### config.mk
export PLATFORM = sky130hd
export DESIGN_NAME = i2c_target_rx
export DESIGN_NICKNAME = d
export VERILOG_FILES = /design/src/rtl/i2c_pkg.sv /design/src/rtl/i2c_line_sync.sv /design/src/rtl/i2c_target_rx.sv
export SDC_FILE = /design/constraint.sdc
export NUM_CORES = 1
export LEC_CHECK = 0
export BUFFER_PORTS_ARGS = -buffer_cell sky130_fd_sc_hd__buf_2
export CAP_MARGIN = 20
export CELL_PAD_IN_SITES_DETAIL_PLACEMENT = 1
export CELL_PAD_IN_SITES_GLOBAL_PLACEMENT = 1
export CORE_MARGIN = 4
export CORE_UTILIZATION = 47
export CTS_CLUSTER_SIZE = 24
export DETAILED_ROUTE_END_ITERATION = 8
export HOLD_SLACK_MARGIN = 0.05
export PLACE_DENSITY_LB_ADDON = 0.1
export SYNTH_ARGS = -nofsm -noshare
export SYNTH_HDL_FRONTEND = slang
export SYNTH_HIERARCHICAL = 1
export SYNTH_SLANG_ARGS = --single-unit
### constraint.sdc
create_clock -name clk -period 3 [get_ports clk]
set_input_delay 0.6 -clock clk [delete_from_list [all_inputs] [get_ports clk]]
set_output_delay 0.6 -clock clk [all_outputs]
set_load 0.05 [all_outputs]
### src/rtl/i2c_pkg.sv
// i2c_pkg: shared state encoding and default bus address for the I2C target receiver
package i2c_pkg;
  localparam logic [6:0] DEFAULT_ADDR = 7'h42;
  typedef enum logic [2:0] {IDLE, ADDR, ADDR_ACK, DATA, STRETCH, DATA_ACK, IGNORE} state_t;
endpackage

### src/rtl/i2c_line_sync.sv
// i2c_line_sync: metastability synchronizer with level and single-cycle rise/fall strobes
module i2c_line_sync #(
  parameter int STAGES = 2
) (
  input  logic clk,
  input  logic rst,
  input  logic din,
  output logic level,
  output logic rise,
  output logic fall
);
  logic [STAGES-1:0] sync;
  logic prev;
  // Reset to the idle-bus level so reset by itself never looks like an edge
  always_ff @(posedge clk) begin
    if (rst) begin
      sync <= '1;
      prev <= 1'b1;
    end else begin
      sync <= STAGES'({sync, din});
      prev <= sync[STAGES-1];
    end
  end
  assign level = sync[STAGES-1];
  assign rise = level & ~prev;
  assign fall = ~level & prev;
endmodule

### src/rtl/i2c_target_rx.sv
// i2c_target_rx: write-only I2C target that ACKs its address, delivers bytes over valid/ready and stretches SCL on backpressure
module i2c_target_rx import i2c_pkg::*; #(
  parameter logic [6:0] TARGET_ADDR = DEFAULT_ADDR,
  parameter int SYNC_STAGES = 2
) (
  input  logic       clk,
  input  logic       rst,
  input  logic       scl_in,
  input  logic       sda_in,
  output logic       scl_drive_low,
  output logic       sda_drive_low,
  output logic [7:0] rx_data,
  output logic       rx_valid,
  input  logic       rx_ready,
  output logic       stop_pulse,
  output logic       busy
);
  logic scl, scl_rise, scl_fall, sda, sda_rise, sda_fall;
  logic start, stop;
  state_t state, state_n;
  logic [3:0] cnt, cnt_n;
  logic [7:0] shreg, shreg_n, rx_data_n, din_byte;
  logic pend, pend_n, rx_valid_n, scl_dl_n, sda_dl_n, stop_n;
  i2c_line_sync #(.STAGES(SYNC_STAGES)) u_scl (.clk(clk), .rst(rst), .din(scl_in), .level(scl), .rise(scl_rise), .fall(scl_fall));
  i2c_line_sync #(.STAGES(SYNC_STAGES)) u_sda (.clk(clk), .rst(rst), .din(sda_in), .level(sda), .rise(sda_rise), .fall(sda_fall));
  assign start = scl & sda_fall;
  assign stop = scl & sda_rise;
  assign din_byte = {shreg[6:0], sda};
  assign busy = state != IDLE;
  always_ff @(posedge clk) begin
    if (rst) begin
      state <= IDLE;
      cnt <= '0;
      shreg <= '0;
      pend <= 1'b0;
      rx_data <= '0;
      rx_valid <= 1'b0;
      scl_drive_low <= 1'b0;
      sda_drive_low <= 1'b0;
      stop_pulse <= 1'b0;
    end else begin
      state <= state_n;
      cnt <= cnt_n;
      shreg <= shreg_n;
      pend <= pend_n;
      rx_data <= rx_data_n;
      rx_valid <= rx_valid_n;
      scl_drive_low <= scl_dl_n;
      sda_drive_low <= sda_dl_n;
      stop_pulse <= stop_n;
    end
  end
  // pend marks a completed byte parked in shreg because rx_data was still occupied
  always_comb begin
    state_n = state;
    cnt_n = cnt;
    shreg_n = shreg;
    pend_n = pend;
    rx_data_n = rx_data;
    rx_valid_n = rx_valid & ~rx_ready;
    scl_dl_n = scl_drive_low;
    sda_dl_n = sda_drive_low;
    stop_n = 1'b0;
    if (start || stop) begin
      state_n = start ? ADDR : IDLE;
      cnt_n = '0;
      pend_n = 1'b0;
      scl_dl_n = 1'b0;
      sda_dl_n = 1'b0;
      stop_n = stop;
    end else begin
      case (state)
        ADDR: if (scl_rise) begin
          shreg_n = din_byte;
          cnt_n = cnt + 4'd1;
          if (cnt == 4'd7) state_n = (din_byte[7:1] == TARGET_ADDR && !din_byte[0]) ? ADDR_ACK : IGNORE;
        end
        ADDR_ACK: if (scl_fall) begin
          sda_dl_n = ~sda_drive_low;
          state_n = sda_drive_low ? DATA : ADDR_ACK;
          cnt_n = sda_drive_low ? 4'd0 : cnt;
        end
        DATA: begin
          if (scl_rise && cnt < 4'd8) begin
            shreg_n = din_byte;
            cnt_n = cnt + 4'd1;
            if (cnt == 4'd7) begin
              pend_n = rx_valid;
              rx_data_n = rx_valid ? rx_data : din_byte;
              rx_valid_n = rx_valid ? rx_valid_n : 1'b1;
            end
          end
          if (scl_fall && cnt == 4'd8) begin
            state_n = pend ? STRETCH : DATA_ACK;
            scl_dl_n = pend;
            sda_dl_n = ~pend;
          end
        end
        // Two steps: load and pull SDA once rx_data frees up, then let SCL go one clk later
        STRETCH: if (sda_drive_low) begin
          scl_dl_n = 1'b0;
          pend_n = 1'b0;
          state_n = DATA_ACK;
        end else if (!rx_valid) begin
          rx_data_n = shreg;
          rx_valid_n = 1'b1;
          sda_dl_n = 1'b1;
        end
        DATA_ACK: if (scl_fall) begin
          sda_dl_n = 1'b0;
          state_n = DATA;
          cnt_n = '0;
        end
        default: ;
      endcase
    end
  end
endmodule

==> flow_summary.ini <==
[yosys]
synth-edff-count = 0
ys_ff_latch = 34
avgSynthCellArea_sq_um = 9.10
synth-main-ff-cell = dfxtp_1
synth_top_cell_by_area = dfxtp_1
synth_cells = 191
ys_top_cells_by_count = dfxtp_1, nor2_1, mux2i_1
synthTopCellsByArea = dfxtp_1, mux2i_1, nor2_1
synth.yosys.seq_area_share_pct = 39.2
ys_async_sr_fraction_pct = 0
synthesis.area_sq_um = 1740
ys_types = 38
yosysMostFrequentCell = dfxtp_1
yosysWarnings = 6
synth_top_cell_area_share_pct = 39.2
synth_nets = 198

[detailed_routing]
drt-total-wl_um = 4100
dr.first_iter.drc_count = 79
first_pass_iters = 4
drc = 0
final_antenna_net_count = 0
vias = 1432
vias_per_cell = 5.71
post_drt_wl_per_cell_um = 16.3

[floorplan]
die_h_um = 68.8
die_w_um = 68.8
io_pins = 18
num_rows = 21
initial_core_util_pct = 50.5
core_sq_um = 3440
die_area_sq_um = 4730

[sta]
setup_violations = 0
clock_skew_ns = 0.00770
slew_viol_final = 0
fin_tns_setup_ns = 0
post-route-period-util_pct = 81.0
hold_viol_final = 0
slew_headroom_pct = 58.4
hold_slack_ns = 0.410
max_freq_ghz = 0.412
worst_slew_pin_slew_ns = 0.623
min_period_ns = 2.43
rsz0062_at_grt = false

[run_status]
status = complete, no violations

[place]
io_buffers = 17
hpwl_um = 2860
gp_congestion = 0.792

[clock_network]
cts-hold-fix-buffers = 0
clockBufferDepth = 2
numCtsBuffers = 5
cts_tree = yes
ctsResizeCount = 0
clock_latency_ns = 0.29
cts_root_buffer = clkbuf_8
cts_setup_buffers = 0
cts.sinks = 34
cts.clk_slew.worst_paths_ns = 0.07
htreeDepth = 2

[worst_setup_path]
critPathMaxFanout = 20
worst_setup_path_end_kind = register
crit_path_start_kind = register
required_ns = 3.17
crit_type = reg -> reg
cp.arrival_ns = 2.60

[global_routing]
grt_pass1_wl_um = 7000
antenna_found_initial = 0
grt.overflow.total = 0
grt_start_max_net_pins = 28
grt_pass1_vias = 1479
track_usage_pct = 20.3

[pwr]
ir_drop_v = 0.000344
powerDensity_nw_per_um2 = 911
p_leak_nw = 0.754

[final_layout]
diodes = 0
final_nets = 211
drive_gt1_share_pct = 15.1
areaGrowthSynthToFinish_pct = 10.4
fillers = 406

[hold_path]
hold_class = reg -> reg

[run]
cap_violations = 0
layer usage:
metal | up-vias | global-route usage [%] | wire length [um]
met2 | 33 | 32.4 | 1910
met4 | 0 | 9.25 | 82
met1 | 694 | 25.0 | 1910
li1 | 697 | - | -
met3 | 8 | 5.83 | 196
met5 | - | 0 | 0
power by group:
group	internal [mW]	switching (mW)	leakage (nW)
clock network	0.184	0.172	0.0472
logic	0.281	0.473	0.431
registers	0.514	0.123	0.276
total	0.979	0.769	0.754
path summary, 6_finish.rpt:
kind                       from  slack (ns)  depth (start not counted)       endpoint
setup / recovery       state[1]        0.57                          5       shreg[3]
hold / removal    u_scl/sync[0]        0.41                          1  u_scl/sync[1]
setup reg to reg       state[1]        0.57                          5       shreg[3]
hold reg to reg   u_scl/sync[0]        0.41                          1  u_scl/sync[1]
critical path, cell delays in order, from the launching register on:
cell and delay (ns):
dfxtp_1 0.72, nand3b_1 0.42, o21ai_1 0.39, or3_1 0.42, mux2i_1 0.29, nor2_1 0.06
through the flow:
step	instances	instance area [sq um]	power (mW)	worst slack (ns)	util, %
2_1_floorplan	191	1740	1.27	1.18	-
3_3_place_gp	243	1820	1.37	0.729	53.0
3_5_place_dp	243	1820	1.40	0.613	53.0
4_1_cts	251	1920	1.76	0.556	55.8
5_1_grt	251	1920	1.88	0.369	55.8
6_report	251	1920	1.75	0.571	55.8
layout by cell type, fill, tap and decap left out, types with 4 or more instances in the layout:
master,instances
inv_1,5
nand3b_1,4
a21oi_1,9
clkbuf_8,6
nand2_1,5
a211oi_1,13
nor2_1,30
o21ai_0,4
nor2b_1,7
or2_1,6
dfxtp_1,34
buf_2,17
mux2i_1,21
nand2b_1,6
cell families after synthesis:
kind of cell / count (synthesis) / share of synthesized area (%)
and+or+nand+nor: 79 / 27.0
AOI/OAI and AO/OA: 38 / 15.6
DFF: 34 / 39.2
muxes: 21 / 12.1
buffers and inverters: 17 / 4.75
adders and majority gates: 2 / 1.44
registers in the layout, indices dropped and copies added, names as in the netlist, 2 cells and up:
signal	count
shreg	8
u_scl/sync	2
cnt	4
rx_data	8
u_sda/sync	2
state	3
area by class of cell:
| cell class | instances | area, sq um | area share, % |
|---|---|---|---|
| Inverter | 5 | 18.8 | 0.978 |
| Timing Repair Buffer | 18 | 92.6 | 4.82 |
| Clock inverter | 2 | 12.5 | 0.652 |
| Multi-Input combinational cell | 140 | 975 | 50.8 |
| Tap cell | 46 | 57.6 | 3.00 |
| Sequential cell | 34 | 681 | 35.5 |
| Clock buffer | 6 | 82.6 | 4.30 |
No activity file was read; power rests on OpenSTA's default activity.
